==> src/rtl/i2c_pkg.sv <==
// rtl/i2c_pkg.sv - shared types, constants and bus-drive decode for the I2C register-write master
package i2c_pkg;

    typedef enum logic [2:0] {
        ST_IDLE,
        ST_START,
        ST_BIT,
        ST_ACK,
        ST_STOP,
        ST_DONE
    } i2c_state_t;

    typedef logic [1:0] quarter_t;

    localparam int I2C_NUM_BYTES       = 3;
    localparam int I2C_CLK_DIV_DEFAULT = 62;
    localparam int I2C_DIV_W           = 10;

    // Returns {scl_low, sda_low} for a state/quarter; bit_val is the data bit currently on the wire.
    function automatic logic [1:0] bus_drive(input i2c_state_t st, input quarter_t q, input logic bit_val);
        logic scl_low;
        logic sda_low;
        scl_low = 1'b0;
        sda_low = 1'b0;
        case (st)
            ST_START: begin
                scl_low = (q == 2'd3);
                sda_low = (q != 2'd0);
            end
            ST_BIT: begin
                scl_low = (q == 2'd0) || (q == 2'd3);
                sda_low = ~bit_val;
            end
            ST_ACK: begin
                scl_low = (q == 2'd0) || (q == 2'd3);
                sda_low = 1'b0;
            end
            ST_STOP: begin
                scl_low = (q == 2'd0);
                sda_low = (q == 2'd0) || (q == 2'd1);
            end
            default: begin
                scl_low = 1'b0;
                sda_low = 1'b0;
            end
        endcase
        return {scl_low, sda_low};
    endfunction

endpackage

==> src/rtl/i2c_qtick.sv <==
// rtl/i2c_qtick.sv - quarter-period tick generator with 2-bit quarter index and synchronous clear
module i2c_qtick
    import i2c_pkg::*;
#(
    parameter int CLK_DIV = I2C_CLK_DIV_DEFAULT
) (
    input  logic     clk,
    input  logic     reset,
    input  logic     i_clear,
    output logic     o_tick,
    output quarter_t o_quarter,
    output quarter_t o_quarter_nxt
);

    localparam logic [I2C_DIV_W-1:0] TICK_MAX = I2C_DIV_W'(CLK_DIV - 1);
    localparam logic [I2C_DIV_W-1:0] CNT_ONE  = I2C_DIV_W'(1);

    logic [I2C_DIV_W-1:0] r_cnt;
    quarter_t             r_quarter;

    assign o_tick    = (r_cnt == TICK_MAX);
    assign o_quarter = r_quarter;

    // Exposed so the controller can register its bus outputs aligned with the quarter they belong to.
    always_comb begin
        o_quarter_nxt = r_quarter;
        if (i_clear) begin
            o_quarter_nxt = '0;
        end else if (o_tick) begin
            o_quarter_nxt = r_quarter + 2'd1;
        end
    end

    always_ff @(posedge clk) begin
        if (reset || i_clear || o_tick) begin
            r_cnt <= '0;
        end else begin
            r_cnt <= r_cnt + CNT_ONE;
        end
        if (reset) begin
            r_quarter <= '0;
        end else begin
            r_quarter <= o_quarter_nxt;
        end
    end

endmodule

==> src/rtl/i2c_reg_write_ctrl.sv <==
// rtl/i2c_reg_write_ctrl.sv - I2C master sequencing START, dev+W, reg, data, STOP single-register writes
// Optional feature macro: I2C_ACK_CHECK_EN (NACK aborts to STOP and raises ack_err).
module i2c_reg_write_ctrl
    import i2c_pkg::*;
#(
    parameter int CLK_DIV = I2C_CLK_DIV_DEFAULT
) (
    input  logic       clk,
    input  logic       reset,
    input  logic       start,
    input  logic [6:0] dev_addr,
    input  logic [7:0] reg_addr,
    input  logic [7:0] reg_data,
    output logic       busy,
    output logic       done,
    output logic       ack_err,
    output logic       scl_oe,
    output logic       sda_oe,
    input  logic       sda_i
);

    i2c_state_t r_state;
    i2c_state_t w_state_nxt;
    logic [7:0] r_shift;
    logic [7:0] w_shift_nxt;
    logic [2:0] r_bit_cnt;
    logic [2:0] w_bit_cnt_nxt;
    logic [1:0] r_byte_idx;
    logic [1:0] w_byte_idx_nxt;
    logic [7:0] r_reg_addr;
    logic [7:0] r_reg_data;
    logic       r_ack_bit;
    logic       w_ack_bit_nxt;
    logic       r_ack_err;
    logic       w_ack_err_nxt;
    logic       r_busy;
    logic       r_done;
    logic       r_scl_oe;
    logic       r_sda_oe;
    logic       w_accept;
    logic       w_tick;
    logic       w_q_end;
    logic       w_abort;
    logic       w_scl_nxt;
    logic       w_sda_nxt;
    quarter_t   w_quarter;
    quarter_t   w_quarter_nxt;

    assign w_accept = (r_state == ST_IDLE) && start;

    i2c_qtick #(
        .CLK_DIV(CLK_DIV)
    ) u_qtick (
        .clk          (clk),
        .reset        (reset),
        .i_clear      (w_accept),
        .o_tick       (w_tick),
        .o_quarter    (w_quarter),
        .o_quarter_nxt(w_quarter_nxt)
    );

    assign w_q_end = w_tick && (w_quarter == 2'd3);

`ifdef I2C_ACK_CHECK_EN
    assign w_abort = r_ack_bit;
`else
    logic w_ack_unused;
    assign w_abort      = 1'b0;
    assign w_ack_unused = r_ack_bit;
`endif

    always_comb begin
        w_state_nxt    = r_state;
        w_shift_nxt    = r_shift;
        w_bit_cnt_nxt  = r_bit_cnt;
        w_byte_idx_nxt = r_byte_idx;
        w_ack_bit_nxt  = r_ack_bit;
        w_ack_err_nxt  = r_ack_err;
        case (r_state)
            ST_IDLE: begin
                if (start) begin
                    w_state_nxt    = ST_START;
                    w_shift_nxt    = {dev_addr, 1'b0};
                    w_bit_cnt_nxt  = '0;
                    w_byte_idx_nxt = '0;
                    w_ack_bit_nxt  = 1'b0;
                    w_ack_err_nxt  = 1'b0;
                end
            end
            ST_START: begin
                if (w_q_end) begin
                    w_state_nxt = ST_BIT;
                end
            end
            ST_BIT: begin
                if (w_q_end) begin
                    w_shift_nxt   = {r_shift[6:0], 1'b0};
                    w_bit_cnt_nxt = r_bit_cnt + 3'd1;
                    if (r_bit_cnt == 3'd7) begin
                        w_state_nxt = ST_ACK;
                    end
                end
            end
            ST_ACK: begin
                if (w_tick && (w_quarter == 2'd2)) begin
                    w_ack_bit_nxt = sda_i;
                end
                if (w_q_end) begin
                    if (w_abort || (r_byte_idx == 2'(I2C_NUM_BYTES - 1))) begin
                        w_state_nxt   = ST_STOP;
                        w_ack_err_nxt = w_abort;
                    end else begin
                        w_state_nxt    = ST_BIT;
                        w_byte_idx_nxt = r_byte_idx + 2'd1;
                        w_shift_nxt    = (r_byte_idx == 2'd0) ? r_reg_addr : r_reg_data;
                    end
                end
            end
            ST_STOP: begin
                if (w_q_end) begin
                    w_state_nxt = ST_DONE;
                end
            end
            ST_DONE: begin
                w_state_nxt = ST_IDLE;
            end
            default: begin
                w_state_nxt = ST_IDLE;
            end
        endcase
    end

    // Bus enables are decoded from next-state values so the registered outputs line up with the state.
    assign {w_scl_nxt, w_sda_nxt} = bus_drive(w_state_nxt, w_quarter_nxt, w_shift_nxt[7]);

    always_ff @(posedge clk) begin
        if (reset) begin
            r_state    <= ST_IDLE;
            r_shift    <= '0;
            r_bit_cnt  <= '0;
            r_byte_idx <= '0;
            r_ack_bit  <= 1'b0;
            r_ack_err  <= 1'b0;
            r_busy     <= 1'b0;
            r_done     <= 1'b0;
            r_scl_oe   <= 1'b0;
            r_sda_oe   <= 1'b0;
        end else begin
            r_state    <= w_state_nxt;
            r_shift    <= w_shift_nxt;
            r_bit_cnt  <= w_bit_cnt_nxt;
            r_byte_idx <= w_byte_idx_nxt;
            r_ack_bit  <= w_ack_bit_nxt;
            r_ack_err  <= w_ack_err_nxt;
            r_busy     <= (w_state_nxt != ST_IDLE);
            r_done     <= (w_state_nxt == ST_DONE);
            r_scl_oe   <= w_scl_nxt;
            r_sda_oe   <= w_sda_nxt;
        end
    end

    always_ff @(posedge clk) begin
        if (reset) begin
            r_reg_addr <= '0;
            r_reg_data <= '0;
        end else if (w_accept) begin
            r_reg_addr <= reg_addr;
            r_reg_data <= reg_data;
        end
    end

    assign busy    = r_busy;
    assign done    = r_done;
    assign ack_err = r_ack_err;
    assign scl_oe  = r_scl_oe;
    assign sda_oe  = r_sda_oe;

endmodule

==> config.mk <==
export PLATFORM = sky130hd
export DESIGN_NAME = i2c_reg_write_ctrl
export DESIGN_NICKNAME = d
export VERILOG_FILES = /design/src/rtl/i2c_pkg.sv /design/src/rtl/i2c_qtick.sv /design/src/rtl/i2c_reg_write_ctrl.sv
export SDC_FILE = /design/constraint.sdc
export NUM_CORES = 1
export LEC_CHECK = 0
export BUFFER_PORTS_ARGS = -buffer_cell sky130_fd_sc_hd__buf_2
export CORE_MARGIN = 5
export CORE_UTILIZATION = 31
export CTS_CLUSTER_DIAMETER = 150
export DETAILED_ROUTE_END_ITERATION = 16
export PLACE_DENSITY = 0.54
export SETUP_SLACK_MARGIN = 0.02
export SLEW_MARGIN = 30
export SYNTH_ARGS = -nofsm -noshare
export SYNTH_HDL_FRONTEND = slang
export SYNTH_SLANG_ARGS = --single-unit
==> constraint.sdc <==
create_clock -name clk -period 7.08 [get_ports clk]
set_clock_uncertainty 0.15 [all_clocks]
set_input_delay 0 -clock clk [delete_from_list [all_inputs] [get_ports clk]]
set_output_delay 0 -clock clk [all_outputs]
set_load 0.01 [all_outputs]
==> impl_metrics.toml, run 1 <==
[worst_setup_path]
worstSetupPathType = "flip-flop to flip-flop"
max_stage_delay_ns = 0.68
path_cells = "nor2_1, nand2_1, nand2_1, ha_1, nor2_1, o211ai_1, o221a_1"
reg2reg_slack_ns = 4.50
crit_fanout = 21
endpoint_kind = "flip-flop"
critical_path_buf_inv_count = 0
slowest_stage = "dfxtp_1"
cp_top_family = "simple AND/OR/NAND/NOR gates"
cp-start-kind = "flip-flop"
crit_required_ns = 7.13
critical_path_arrival_ns = 2.63

[timing]
grt_setup_unrepaired = "no"
finalSetupTns_ns = 0
slew_headroom_pct = 50.5
setup_viol = 0
fmax_mhz = 387
tightest_slew_ns = 0.740
drv_slew = 0
worst_slack_ns = 4.50
layout_min_cycle_time_ns = 2.58
hold_violations = 0
finalCritPeriodShare_pct = 36.5

[global_route]
grt_pass1_wl_um = 9390
grt_util_met2_pct = 18.2
grt_usage_pct = 11.9
met3_usage_pct = 2.81
grt-ovfl-total = 0
first_global_vias = 1942
grt_max_degree = 38
grtUsageMet1_pct = 16.3
antenna_found_initial = 0
grt.busiest_layer = "met2"

[run_status]
status = "completed"

[clock_tree]
root_buffer = "clkbuf_8"
clk_latency_ns = 0.31
post-cts-setup-buffer-count = 0
htree_num_levels = 2
holdBufCountCts = 24
cts_tree = "built"
clock_path_buffers = 2
clock-sinks = 48
numCtsBuffers = 5
path_clk_slew_ns = 0.10
cts.repair.resized = 0

[yosys]
syn_nets = 315
ys_seq_area_share_pct = 41.2
ys_seq_elements = 48
synth.top_cell.area_share_pct = 41.2
yosys_warnings = 0
synth_area_um2 = 2330
synth-main-ff-cell = "dfxtp_1"
synth_cells = 278
post-synth-top-area-cell = "dfxtp_1"
yosys-top-cells-area = "dfxtp_1 41%, nand2_1 9.2%, ha_1 5.4%, a21oi_1 4.7%, mux2_2 4.3%"
synth-edff-count = 0
async_flop_share_pct = 0
yosysMostFrequentCell = "nand2_1"
synth_common_cells = "57 x nand2_1, 48 x dfxtp_1, 22 x a21oi_1"
synth.avg_cell_area_um2 = 8.39
yosysUniqueCellTypes = 50

[drt]
vias_per_cell = 4.76
remaining_drc_errors = 0
final_antenna_net_count = 0
drt_pre_antenna_iters = 4
wirelength_um = 5350
drt_iter0_drc = 87
vias = 2027
routedWlPerCell_um = 12.6

[cells_and_area]
drive_above_1_share_pct = 18.0
finalNonFillerCells = 426
diodes = 0
syn_to_final_growth_pct = 24.2
final_nets = 363
final_area_um2 = 2900

[die]
initial_core_util_pct = 32.0
die_x_um = 96.8
rows = 31
die_h_um = 96.8
die_area_um2 = 9360
core-area_um2 = 7290
ios = 32

[placement]
place_area_um2 = 2570
dpl.cell_count = 394
dp_hpwl_um = 3680
gp_congestion = 0.875
pre_cts_slack_ns = 4.44
io_buffers = 29

[min_path]
hold_path.class = "input pin to flip-flop"

[power]
powerDensity_nw_per_um2 = 177
ir_drop_mv = 0.0771
power_mw = 0.513
leakagePower_nw = 1.13

[job]
cap_violations = 0
==> cell type report <==
cell class              instances  area [µm²]
clock buffers                   5        68.8
well taps                      99         124
flip-flops and latches         48         961
multi-input cells             207        1290
clock inverters                 3        23.8
fillers                       806        4390
inverters                      10        37.5
repair buffers                 54         393
==> final timing paths <==
path | start | endpoint | depth (start not counted)
worst max register to register | r_state[0]$_SDFF_PP0_ | sda_oe$_SDFF_PP0_ | 7
worst min register to register | r_reg_addr[5]$_SDFFE_PP0P_ | r_reg_addr[5]$_SDFFE_PP0P_ | 2
worst min-delay path | reset | r_shift[0]$_SDFFE_PP0P_ | 2
worst max-delay path | r_state[0]$_SDFF_PP0_ | sda_oe$_SDFF_PP0_ | 7
==> worst reg2reg max path, cell delays in order, from the launching register on <==
cell      delay [ns]
dfxtp_1         0.68
nor2_1          0.11
nand2_1         0.58
nand2_1         0.22
ha_1            0.29
nor2_1          0.12
o211ai_1        0.09
o221a_1         0.26
==> sequential cells by signal, summed over array words and instances (netlist names) <==
register	flops
r_bit_cnt	3
r_reg_data	8
r_byte_idx	2
scl_oe	1
r_state	3
r_reg_addr	8
r_shift	8
u_qtick.r_cnt	10
u_qtick.o_quarter	2
sda_oe	1
busy	1
done	1
==> through the flow <==
stage          hold slack [ns]  util (%)
2_1_floorplan          -0.0140         -
3_3_place_gp            0.0933      35.2
3_5_place_dp             0.102      35.2
4_1_cts                 0.0745      39.8
5_1_grt                 0.0921      39.8
6_report                0.0621      39.8
==> routing by layer <==
metal  share of wire (%)  wire length, µm
met1                  51             2710
met3                 2.7              144
met4                 1.6               83
met2                  45             2410
met5                   0                0
==> power breakdown <==
group	leakage, nW	total, mW	switching (mW)	internal, mW
logic	0.695	0.0574	0.0289	0.0285
registers	0.391	0.287	0.00717	0.280
clock network	0.0404	0.169	0.0984	0.0701
==> cells in the final DEF (no fill, tap or decap), drive strengths merged, types with 7 or more instances in the layout <==
cell type / count
nand2: 58
dfxtp: 48
buf: 30
dlygate4sd3: 24
a21oi: 22
nor2: 20
nand3: 12
inv: 10
ha: 10
mux2: 10
a22oi: 7
a31oi: 7
==> cell families after synthesis <==
family,after synthesis,share of synthesized area (%)
other,1,0.161
AND/OR/NAND/NOR,120,25.1
buffers and inverters,23,3.86
flip-flops,48,41.2
XOR/XNOR,9,3.38
multiplexers,12,5.84
AO/OA/AOI/OAI,55,15.1
adder cells (fa/ha/maj),10,5.36
Note: power is estimated with default switching activity, not from simulation.
==> run 2: changes to the inputs <==
==> constraint.sdc (replaced) <==
create_clock -name clk -period 2.4 [get_ports clk]
set_clock_uncertainty 0.15 [all_clocks]
set_input_delay 0 -clock clk [delete_from_list [all_inputs] [get_ports clk]]
set_output_delay 0 -clock clk [all_outputs]
set_load 0.01 [all_outputs]
==> impl_metrics.toml, run 2 (synthesis gave the netlist of run 1 again) <==
[run_status]
status = "completed"

[clock_tree]
cts_tree = "built"
clock_path_buffers = 2
numCtsBuffers = 5
root_buffer = "clkbuf_8"
path_clk_slew_ns = 0.09
htree_num_levels = 2
clk_latency_ns = 0.30
clock-sinks = 48

[job]
cap_violations = 0

[timing]
drv_slew = 0
fmax_mhz = 424
setup_viol = 0
layout_min_cycle_time_ns = 2.36
hold_violations = 0
finalCritPeriodShare_pct = 98.2
slew_headroom_pct = 61.3
worst_slack_ns = 0.0440
tightest_slew_ns = 0.579
grt_setup_unrepaired = "yes"

[cells_and_area]
regMostFlops = "u_qtick.r_cnt"
drive_above_1_share_pct = 21.8
final_nets = 376
final_common_cell = "nand2_1"
diodes = 0
final_util_pct = 41.5
largest_register_ff_count = 10
final_cell_mix = "57 x nand2_1, 46 x dfxtp_1, 29 x buf_2"
syn_to_final_growth_pct = 29.5

[min_path]
hold_path.class = "flip-flop to flip-flop"
holdPathEnd = "r_reg_addr[1]$_SDFFE_PP0P_"
hold_start = "r_reg_addr[1]$_SDFFE_PP0P_"
hold_depth = 2

[power]
power_mw = 1.60
leakagePower_nw = 1.21
ir_drop_mv = 0.206
powerDensity_nw_per_um2 = 531

[worst_setup_path]
slowest_stage = "or4_4"
endpoint_kind = "flip-flop"
reg2reg_from = "u_qtick.r_cnt[7]$_SDFF_PP0_"
worstSetupPathType = "flip-flop to flip-flop"
cp_top_family = "simple AND/OR/NAND/NOR gates"
reg2reg_slack_ns = 0.04
worstReg2RegEnd = "sda_oe$_SDFF_PP0_"
crit_required_ns = 2.50
max_stage_delay_ns = 0.45
crit_fanout = 4
critical_path_buf_inv_count = 0
r2r_cells = 8
path_cells = "or3_4, or4_4, mux2_4, nand2_2, ha_2, nor2_1, o211ai_1, o221a_1"
critical_path_arrival_ns = 2.45
cp-start-kind = "flip-flop"

[placement]
io_buffers = 29
pre_cts_slack_ns = 0.0270
gp_congestion = 0.739
dp_hpwl_um = 3810

[drt]
routedWlPerCell_um = 12.5
wirelength_um = 5490
vias = 2124
wl_met1_um = 2490
final_antenna_net_count = 0
highest_layer = "met4"
drt_iter0_drc = 114
vias_per_cell = 4.84
drt_pre_antenna_iters = 4
remaining_drc_errors = 0
dr_wl_met3_um = 204
wl_met2_um = 2740

[die]
initial_core_util_pct = 32.0
die_h_um = 96.8
die_area_um2 = 9360
core-area_um2 = 7290
ios = 32
rows = 31
die_x_um = 96.8

[global_route]
grt_usage_pct = 12.2
first_global_vias = 1996
grt_pass1_wl_um = 9560
grt-ovfl-total = 0
grt_max_degree = 29
antenna_found_initial = 0
run 2: cell types whose count changed in the layout (fill, tap and decap cells not counted):
cell and delta:
buf_4 +12, dfxtp_1 -2, dfxtp_2 +2, bufinv_16 +1, clkinv_2 +1, clkinv_4 -1
clkinvlp_4 -1, dlygate4sd3_1 +1, ha_1 -1, ha_2 +1
run 2: how the worst max path moves through the flow:
| stage | startpoint | end | slack (ns) | depth (start not counted) |
|---|---|---|---|---|
| finish | u_qtick.r_cnt[7]$_SDFF_PP0_ | sda_oe$_SDFF_PP0_ | 0.04 | 8 |
| global route | u_qtick.r_cnt[7]$_SDFF_PP0_ | sda_oe$_SDFF_PP0_ | -0.07 | 9 |
| CTS | u_qtick.r_cnt[9]$_SDFF_PP0_ | sda_oe$_SDFF_PP0_ | 0.04 | 8 |
| detailed placement | u_qtick.r_cnt[7]$_SDFF_PP0_ | sda_oe$_SDFF_PP0_ | 0.03 | 8 |
| global placement | u_qtick.r_cnt[7]$_SDFF_PP0_ | sda_oe$_SDFF_PP0_ | 0.07 | 9 |
| floorplan | u_qtick.r_cnt[7]$_SDFF_PP0_ | sda_oe$_SDFF_PP0_ | 0.08 | 8 |
run 2: per-layer routing:
| metal | GRT usage [%] | vias up |
|---|---|---|
| met3 | 2.73 | 2 |
| met4 | 4.54 | 0 |
| met2 | 19.4 | 37 |
| li1 | - | 1075 |
| met1 | 16.2 | 1010 |
| met5 | 0 | - |
run 2: area by class of cell:
type                            count  area, µm²
Fill cell                         761       4270
Multi-Input combinational cell    207       1290
Sequential cell                    48        963
Timing Repair Buffer               67        493
Tap cell                           99        124
Clock buffer                        5       68.8
Clock inverter                      3       42.5
Inverter                           10       37.5
run 2: worst register-to-register path, delay by kind of cell (launching register included):
family	cells	cell delay, ns
AND/OR/NAND/NOR	4	0.98
adder cells (fa/ha/maj)	1	0.19
AO/OA/AOI/OAI	2	0.35
flip-flops	1	0.33
multiplexers	1	0.31
run 2: repair_timing:
action	4_1_cts	5_1_grt
endpoints found under the setup margin	1	2
hold buffers	25	0
buffers inserted	1	0
resized for setup	1	1
pin swaps	0	0
hold endpoints to repair	31	0
run 2: power by group:
group	switching [mW]	internal (mW)
clock network	0.271	0.308
registers	0.0201	0.827
logic	0.0886	0.0901
run 2: stage by stage:
step | hold WS (ns) | std cells | instance area, µm² | setup TNS [ns]
finish | 0.305 | 439 | 3020 | 0
global route | 0.319 | 439 | 3020 | -0.0703
CTS | 0.309 | 439 | 3020 | 0
detailed placement | 0.0995 | 405 | 2650 | 0
global placement | 0.0926 | 405 | 2650 | 0
floorplan | -0.0140 | 278 | 2340 | 0
==> run 3: changes to the inputs <==
--- a/config.mk
+++ b/config.mk
@@ -10,6 +10,7 @@
 export CORE_UTILIZATION = 31
 export CTS_CLUSTER_DIAMETER = 150
 export DETAILED_ROUTE_END_ITERATION = 16
+export GPL_TIMING_DRIVEN = 0
 export PLACE_DENSITY = 0.54
 export SETUP_SLACK_MARGIN = 0.02
 export SLEW_MARGIN = 30
==> constraint.sdc (replaced) <==
create_clock -name clk -period 2.5 [get_ports clk]
set_clock_uncertainty 0.15 [all_clocks]
set_input_delay 0 -clock clk [delete_from_list [all_inputs] [get_ports clk]]
set_output_delay 0 -clock clk [all_outputs]
set_load 0.01 [all_outputs]
==> impl_metrics.toml, run 3 (synthesis gave the netlist of run 1 again) <==
[global_route]
grt_max_degree = 16
grt-ovfl-total = 0
grt_usage_pct = 12.4
first_global_vias = 2054
antenna_found_initial = 0
grt_pass1_wl_um = 9570

[run_status]
status = "completed"

[cells_and_area]
final_cell_mix = "56 x nand2_1, 46 x dfxtp_1, 28 x buf_2"
final_common_cell = "nand2_1"
regMostFlops = "u_qtick.r_cnt"
diodes = 0
final_nets = 376
drive_above_1_share_pct = 21.5
largest_register_ff_count = 10
syn_to_final_growth_pct = 29.4

[clock_tree]
numCtsBuffers = 5
root_buffer = "clkbuf_8"
clk_latency_ns = 0.30
cts_tree = "built"
htree_num_levels = 2
path_clk_slew_ns = 0.09
clock_path_buffers = 2
clock-sinks = 48

[job]
cap_violations = 0

[placement]
io_buffers = 28
gp_congestion = 0.815
dp_hpwl_um = 3980

[power]
combPwrFrac_pct = 11.2
power.switching_mw = 0.374
internal_power_mw = 1.17
ir_drop_mv = 0.176
powerDensity_nw_per_um2 = 512
power_mw = 1.55
clkPwrFrac_pct = 36.3
leakagePower_nw = 1.18
pwr-share-seq_pct = 52.5
p_sw_share_pct = 24.2

[drt]
vias = 2079
drt_pre_antenna_iters = 4
vias_per_cell = 4.74
wirelength_um = 5740
drt_iter0_drc = 82
final_antenna_net_count = 0
remaining_drc_errors = 0
routedWlPerCell_um = 13.1

[die]
rows = 31
die_x_um = 96.8
initial_core_util_pct = 32.0
die_h_um = 96.8
die_area_um2 = 9360
ios = 32
core-area_um2 = 7290

[worst_setup_path]
worstSetupPathType = "flip-flop to flip-flop"
max_stage_delay_ns = 0.47
slowest_stage = "or4_4"
cp-start-kind = "flip-flop"
crit_required_ns = 2.60
crit_fanout = 4
path_cells = "or3_4, or4_4, mux2_4, nand2_2, ha_2, nor2_2, o211ai_1, o221a_1"
endpoint_kind = "flip-flop"
critical_path_arrival_ns = 2.55

[timing]
fmax_mhz = 408
grt_setup_unrepaired = "yes"
finalCritPeriodShare_pct = 98.1
drv_slew = 0
layout_min_cycle_time_ns = 2.45
setup_viol = 0
tightest_slew_ns = 0.911
finalSetupTns_ns = 0
hold_violations = 0
slew_headroom_pct = 39.1

[min_path]
hold_path.class = "input pin to flip-flop"
## run 3: through the flow
| step | instances | util [%] | area (µm²) | setup WS [ns] | hold slack (ns) |
|---|---|---|---|---|---|
| after floorplan | 278 | - | 2330 | 0.101 | -0.0140 |
| after global placement | 405 | 35.6 | 2600 | -0.142 | 0.0938 |
| after detailed placement | 405 | 35.6 | 2600 | -0.128 | 0.0982 |
| after CTS | 437 | 40.8 | 2970 | 0.0242 | 0.00363 |
| after global routing | 439 | 41.4 | 3020 | -0.0177 | 0.0389 |
| final | 439 | 41.4 | 3020 | 0.0485 | 0.0228 |
## run 3: repair_timing
item	4_1_cts	5_1_grt
pin swaps	1	0
hold buffers	24	0
endpoints found under the setup margin	2	5
setup buffers	1	2
hold endpoints to repair	24	0
resized for setup	6	8
## run 3: final cells by class
cell class / count / area [µm²]
Buffer: 12 / 50.0
Clock buffer: 5 / 68.8
Clock inverter: 3 / 42.5
Fill cell: 767 / 4270
Inverter: 10 / 37.5
Multi-Input combinational cell: 207 / 1330
Sequential cell: 48 / 963
Tap cell: 99 / 124
Timing Repair Buffer: 55 / 403
## run 3: final timing paths
kind,start,to,slack [ns],cells after the start
worst max-delay path,u_qtick.r_cnt[7]$_SDFF_PP0_,sda_oe$_SDFF_PP0_,0.05,8
worst min-delay path,reset,r_shift[2]$_SDFFE_PP0P_,0.02,2
worst max register to register,u_qtick.r_cnt[7]$_SDFF_PP0_,sda_oe$_SDFF_PP0_,0.05,8
worst min register to register,r_reg_addr[6]$_SDFFE_PP0P_,r_reg_addr[6]$_SDFFE_PP0P_,0.31,2
## run 3: layer usage
layer  vias to the layer above  wire (µm)  track usage, %
li1                       1075          -               -
met1                       960       2720            15.6
met2                        34       2750            20.6
met3                        10        173            2.59
met4                         0        102            4.75
met5                         -          0               0
## run 3: power groups by stage
stage                     logic (mW)  clock network [mW]  registers (mW)
after detailed placement       0.143                   0           0.830
after CTS                      0.172               0.586           0.812
after global routing           0.192               0.615           0.816
after floorplan               0.0926                   0           0.825
after global placement         0.143                   0           0.829
final                          0.173               0.561           0.813
## run 3: critical path: cells and delay by family (launching register included)
| family | cells | cell delay (ns) |
|---|---|---|
| multiplexers | 1 | 0.32 |
| AND/OR/NAND/NOR | 4 | 1.02 |
| flip-flops | 1 | 0.34 |
| AO/OA/AOI/OAI | 2 | 0.38 |
| adder cells (fa/ha/maj) | 1 | 0.20 |
